File: config.mk
export PLATFORM = sky130hd
export DESIGN_NAME = load_store_unit
export DESIGN_NICKNAME = d
export VERILOG_FILES = /design/src/rtl/load_store_unit_pkg.sv /design/src/rtl/load_store_unit_align.sv /design/src/rtl/load_store_unit.sv
export SDC_FILE = /design/constraint.sdc
export NUM_CORES = 1
export LEC_CHECK = 0
export BUFFER_PORTS_ARGS = -buffer_cell sky130_fd_sc_hd__buf_2
export CORE_ASPECT_RATIO = 1.5
export CORE_MARGIN = 1.5
export CORE_UTILIZATION = 47
export CTS_BUF_LIST = sky130_fd_sc_hd__clkbuf_8
export CTS_CLUSTER_DIAMETER = 60
export DETAILED_ROUTE_END_ITERATION = 10
export PLACE_DENSITY_LB_ADDON = 0.2
export SYNTH_ARGS = -nofsm -noshare
export SYNTH_HDL_FRONTEND = slang
export SYNTH_SLANG_ARGS = --single-unit
File: constraint.sdc
create_clock -name clk -period 1.7 [get_ports clk]
set_input_delay 0.085 -clock clk [delete_from_list [all_inputs] [get_ports clk]]
set_output_delay 0.085 -clock clk [all_outputs]
set_load 0.005 [all_outputs]
File: src/rtl/load_store_unit_pkg.sv
// ============================================================================
// Module      : load_store_unit_pkg
// Description : Operation encodings and request-classification helpers for
//               the load/store unit.
// Revision    : 1.0 - initial release
// ============================================================================
`default_nettype none

package load_store_unit_pkg;

    typedef enum logic [2:0] {
        LSU_OP_LB  = 3'd0,
        LSU_OP_LH  = 3'd1,
        LSU_OP_LW  = 3'd2,
        LSU_OP_LBU = 3'd3,
        LSU_OP_LHU = 3'd4,
        LSU_OP_SB  = 3'd5,
        LSU_OP_SH  = 3'd6,
        LSU_OP_SW  = 3'd7
    } lsu_op_e;

    function automatic logic lsu_is_store(input lsu_op_e op);
        return (op >= LSU_OP_SB);
    endfunction

    // Unknown encodings are rejected the same way as misaligned accesses.
    function automatic logic lsu_misaligned(input lsu_op_e op, input logic [1:0] off);
        logic bad;
        case (op)
            LSU_OP_LB, LSU_OP_LBU, LSU_OP_SB: bad = 1'b0;
            LSU_OP_LH, LSU_OP_LHU, LSU_OP_SH: bad = off[0];
            LSU_OP_LW, LSU_OP_SW:             bad = |off;
            default:                          bad = 1'b1;
        endcase
        return bad;
    endfunction

endpackage

`default_nettype wire

File: src/rtl/load_store_unit_align.sv
// ============================================================================
// Module      : lsu_align
// Description : Big-endian byte/halfword extraction with sign/zero extension,
//               and read-modify-write merge for sub-word stores.
// Revision    : 1.0 - initial release
// ============================================================================
`default_nettype none

module lsu_align
    import load_store_unit_pkg::*;
(
    input  lsu_op_e     op,
    input  logic [1:0]  offset,
    input  logic [31:0] rword,
    input  logic [15:0] wdata,
    output logic [31:0] load_data,
    output logic [31:0] merged
);

    logic [7:0]  w_byte;
    logic [15:0] w_half;

    always_comb begin
        w_byte    = 8'h00;
        w_half    = offset[1] ? rword[15:0] : rword[31:16];
        load_data = rword;
        merged    = rword;

        // Offset 0 is the most significant byte.
        case (offset)
            2'd0:    w_byte = rword[31:24];
            2'd1:    w_byte = rword[23:16];
            2'd2:    w_byte = rword[15:8];
            default: w_byte = rword[7:0];
        endcase

        case (op)
            LSU_OP_LB:  load_data = {{24{w_byte[7]}}, w_byte};
            LSU_OP_LBU: load_data = {24'h0, w_byte};
            LSU_OP_LH:  load_data = {{16{w_half[15]}}, w_half};
            LSU_OP_LHU: load_data = {16'h0, w_half};
            default:    load_data = rword;
        endcase

        if (op == LSU_OP_SB) begin
            case (offset)
                2'd0:    merged[31:24] = wdata[7:0];
                2'd1:    merged[23:16] = wdata[7:0];
                2'd2:    merged[15:8]  = wdata[7:0];
                default: merged[7:0]   = wdata[7:0];
            endcase
        end else if (op == LSU_OP_SH) begin
            if (offset[1]) merged[15:0]  = wdata;
            else           merged[31:16] = wdata;
        end
    end

endmodule

`default_nettype wire

File: src/rtl/load_store_unit.sv
// ============================================================================
// Module      : load_store_unit
// Description : Single-outstanding load/store initiator for the data memory.
//               Optional macro LSU_BOUNDS_CHECK_EN rejects addresses beyond
//               the memory instead of wrapping them.
// Revision    : 1.0 - initial release
// ============================================================================
`default_nettype none

module load_store_unit
    import load_store_unit_pkg::*;
#(
    parameter int MEM_WORDS = 256
) (
    input  logic        clk,
    input  logic        reset,
    input  logic        req_valid,
    output logic        req_ready,
    input  logic [2:0]  req_op,
    input  logic [31:0] req_addr,
    input  logic [31:0] req_wdata,
    output logic        resp_valid,
    output logic [31:0] resp_rdata,
    output logic        resp_err,
    output logic        mem_read,
    output logic        mem_write,
    output logic [31:0] mem_address,
    output logic [31:0] mem_write_data,
    input  logic [31:0] mem_read_data
);

    localparam int         c_AW       = $clog2(MEM_WORDS);
    localparam logic [1:0] c_ST_IDLE  = 2'd0;
    localparam logic [1:0] c_ST_RD    = 2'd1;
    localparam logic [1:0] c_ST_WR    = 2'd2;
    localparam logic [1:0] c_ST_DONE  = 2'd3;

    logic [1:0]  r_state;
    lsu_op_e     r_op;
    logic [1:0]  r_offset;
    logic [15:0] r_wdata;

    lsu_op_e     w_op;
    logic        w_reject;
    logic [31:0] w_load;
    logic [31:0] w_merged;
    logic        w_unused_addr;

    assign w_op          = lsu_op_e'(req_op);
    assign w_unused_addr = ^req_addr[31:c_AW+2];

`ifdef LSU_BOUNDS_CHECK_EN
    localparam logic [32:0] c_ADDR_LIMIT = 33'(MEM_WORDS) << 2;
    assign w_reject = lsu_misaligned(w_op, req_addr[1:0]) ||
                      ({1'b0, req_addr} >= c_ADDR_LIMIT);
`else
    assign w_reject = lsu_misaligned(w_op, req_addr[1:0]);
`endif

    lsu_align u_align (
        .op        (r_op),
        .offset    (r_offset),
        .rword     (mem_read_data),
        .wdata     (r_wdata),
        .load_data (w_load),
        .merged    (w_merged)
    );

    always_ff @(posedge clk) begin
        if (reset) begin
            r_state        <= c_ST_IDLE;
            r_op           <= LSU_OP_LB;
            r_offset       <= 2'd0;
            r_wdata        <= 16'h0;
            req_ready      <= 1'b1;
            resp_valid     <= 1'b0;
            resp_err       <= 1'b0;
            resp_rdata     <= 32'h0;
            mem_read       <= 1'b0;
            mem_write      <= 1'b0;
            mem_address    <= 32'h0;
            mem_write_data <= 32'h0;
        end else begin
            case (r_state)
                c_ST_IDLE: begin
                    if (req_valid) begin
                        r_op        <= w_op;
                        r_offset    <= req_addr[1:0];
                        r_wdata     <= req_wdata[15:0];
                        mem_address <= 32'(req_addr[c_AW+1:2]);
                        req_ready   <= 1'b0;
                        if (w_reject) begin
                            r_state    <= c_ST_DONE;
                            resp_valid <= 1'b1;
                            resp_err   <= 1'b1;
                        end else if (w_op == LSU_OP_SW) begin
                            r_state        <= c_ST_WR;
                            mem_write      <= 1'b1;
                            mem_write_data <= req_wdata;
                        end else begin
                            r_state  <= c_ST_RD;
                            mem_read <= 1'b1;
                        end
                    end
                end
                // Read word is valid here; sub-word stores merge into it.
                c_ST_RD: begin
                    mem_read <= 1'b0;
                    if (lsu_is_store(r_op)) begin
                        r_state        <= c_ST_WR;
                        mem_write      <= 1'b1;
                        mem_write_data <= w_merged;
                    end else begin
                        r_state    <= c_ST_DONE;
                        resp_valid <= 1'b1;
                        resp_rdata <= w_load;
                    end
                end
                c_ST_WR: begin
                    mem_write  <= 1'b0;
                    r_state    <= c_ST_DONE;
                    resp_valid <= 1'b1;
                end
                default: begin
                    r_state    <= c_ST_IDLE;
                    req_ready  <= 1'b1;
                    resp_valid <= 1'b0;
                    resp_err   <= 1'b0;
                    resp_rdata <= 32'h0;
                end
            endcase
        end
    end

endmodule

`default_nettype wire
==> out/results.ini <==
[layout]
insertedDiodeCount = 0
drive_above_1_share = 0.342
nNetsFinal = 1050
area_delta_synth_final_pct = 38.9
utilization = 0.671

[die]
dieHeight_um = 139
row_count = 49
die_w_um = 93.8
start_util = 0.483
ioPinCount = 203
die_area_um2 = 13000
coreArea_um2 = 12000

[sta]
report.final.hold_viol_count = 0
skew_ns = 0.0125
setup_violations = 18
tightest_slew_ns = 0.646
drv_slew = 0
setup_ws_ns = -0.0223
relSlewSlack = 0.569
post-route-min-period_ns = 1.72
max_freq_ghz = 0.581
rsz0062_at_grt = true
tns_ns = -0.195
fin_crit_sh = 1.01

[synth]
ys_ff_latch = 100
synth_top_area_cell = dfxtp_1
seq_area_frac_synth = 0.345
synthArstFlopShare = 0
synth_cell_type_count = 64
synth_edf_count = 0
synth-main-ff-cell = dfxtp_1
syn_area_um2 = 5810
yosysMostFrequentCell = nand2_1
synth_top_area_frac = 0.345
syn-instance-count = 736
yosysWarnings = 0
yosys-top-cells-count = 137 x nand2_1, 100 x dfxtp_1, 70 x a21oi_1
synth_area_leaders = dfxtp_1 34%, nand2_1 8.9%, a21oi_1 6.0%
syn_area_per_cell_um2 = 7.89

[clocking]
root_buffer = clkbuf_8
cts_tree = done
clk_pin_slew_ns = 0.10
cts_max_level = 3
cts_buffers = 9
worstSkewPairLatency_ns = 0.39
cts_buffer_depth = 2
cts_num_sinks = 100

[setup_path]
crit_start = r_offset[0]$_SDFFE_PP0P_
worst-setup-path-type = flip-flop to flip-flop
reg2reg_setup_slack_ns = -0.02
worst_r2r_path_depth = 5
r2r-start = r_offset[0]$_SDFFE_PP0P_
cp.arrival_ns = 2.01
cp_max_fo = 8
worstSetupEndpointType = flip-flop
required_ns = 1.99
worstReg2RegEnd = resp_rdata[22]$_SDFFE_PP0P_
start_kind = flip-flop

[global_route]
overflow = 0
grt_pass1_wl_um = 30300
grt_pass1_vias = 6065
grt_start_max_net_pins = 59
antenna_found_initial = 0
grt_use_total = 0.293

[drt]
wl_um = 19600
antenna_left = 0
drt_drc_violations_left = 0
drt-initial-drc-count = 455
dr_total_vias = 6383
wl_per_cell_um = 17.8
drt-vias-per-instance = 5.79
drt_pass1_iterations = 5

[run]
max-cap-violations = 0

[place]
numPortBuffers = 156
dp_hpwl_um = 14200
place.gp.congestion = 0.890

[power_and_ir_drop]
power_uw = 12000
p_per_area_nw_per_um2 = 1490
p_leak_uw = 0.00341
peakVddDrop_uv = 961

[worst_hold_path]
min_path_type = primary input to flip-flop
min_to = r_op[0]$_SDFFE_PP0P_
hold_path_depth = 3
worstHoldStart = req_op[0]

[status]
status = finished with violations
violations = negative setup slack

-- per-layer routing --
layer  wire (um)  track usage  share of wire  up-vias
li1            -            -              -     3033
met1        7560        0.347           0.39     2976
met2        9980        0.514           0.51      312
met3        1320       0.0526          0.067       62
met4         753        0.119          0.038        0
met5           0            0              0        -
-- worst max-delay path by stage --
stage | end | slack, ns | cells after the start
floorplan | mem_write_data[16]$_SDFFE_PP0P_ | -0.009 | 7
global placement | mem_write_data[30]$_SDFFE_PP0P_ | -0.09 | 6
detailed placement | mem_write_data[9]$_SDFFE_PP0P_ | -0.21 | 6
CTS | mem_write_data[29]$_SDFFE_PP0P_ | -0.02 | 6
global route | resp_rdata[22]$_SDFFE_PP0P_ | -0.08 | 7
finish | resp_rdata[22]$_SDFFE_PP0P_ | -0.02 | 5
-- cell type report --
type / instances / area, um2
clock inverters: 7 / 68.8
flip-flops and latches: 100 / 2010
inverters: 10 / 37.5
well taps: 153 / 191
repair buffers: 263 / 1960
fillers: 1023 / 3950
multi-input cells: 560 / 3670
clock buffers: 9 / 124
-- kinds of logic after synthesis --
kind of cell,Yosys count,synth area share
simple gates,276,0.222
compound gates,227,0.280
flops,100,0.345
buf+inv,99,0.0920
mux,27,0.0491
fa+ha+maj,4,0.00862
xor+xnor,2,0.00302
other cells,1,0.000646
-- report_power, final --
| group | switching, uW | internal, uW |
|---|---|---|
| sequential | 448 | 3000 |
| clock | 951 | 573 |
| combinational | 3790 | 3270 |
-- through the flow --
| step | setup slack, ns | instances | hold slack [ns] | instance area, um2 |
|---|---|---|---|---|
| after global routing | -0.0814 | 1102 | 0.00845 | 8070 |
| final | -0.0223 | 1102 | 0.00597 | 8070 |
| after global placement | -0.0906 | 1035 | 0.326 | 6980 |
| after detailed placement | -0.212 | 1035 | 0.335 | 6980 |
| after CTS | -0.0246 | 1097 | 0.00304 | 7770 |
| after floorplan | -0.00939 | 759 | 0.213 | 5910 |
-- critical path, cell delays in order (launching register included) --
cell and delay [ns]:
dfxtp_4 0.38, mux4_2 0.51, or3_4 0.36, nand4_4 0.16, buf_16 0.15, o21ai_2 0.06
-- placed cells by master, fill, tap and decap left out, drive strengths merged, types with 3 or more instances in the layout --
master,n
dfxtp,100
and2,3
o221ai,40
mux2i,24
o22ai,8
clkinv,4
ha,4
a311oi,18
conb,24
and3,7
nor4,16
o21ai,38
nor3,5
dlygate4sd3,39
inv,12
nand2,139
nand3,11
nand2b,6
a22oi,3
a21oi,71
buf,223
nor2b,19
clkbuf,10
nor2,58
o21a,17
a32o,17
-- registers in the layout, summed over array words and instances (netlist names), 2 cells and up --
name,flops
resp_rdata,32
r_offset,2
r_op,3
mem_address,8
r_state,2
mem_write_data,32
r_wdata,16
-- timing repair --
action | CTS | global route
hold buffers | 39 | 0
hold endpoints to repair | 47 | 0
setup endpoints to repair | 61 | 80
pin swaps | 23 | 24
setup buffers | 6 | 4
gates cloned | 1 | 1
resized for setup | 34 | 46
Note: power is estimated with default switching activity, not from simulation.
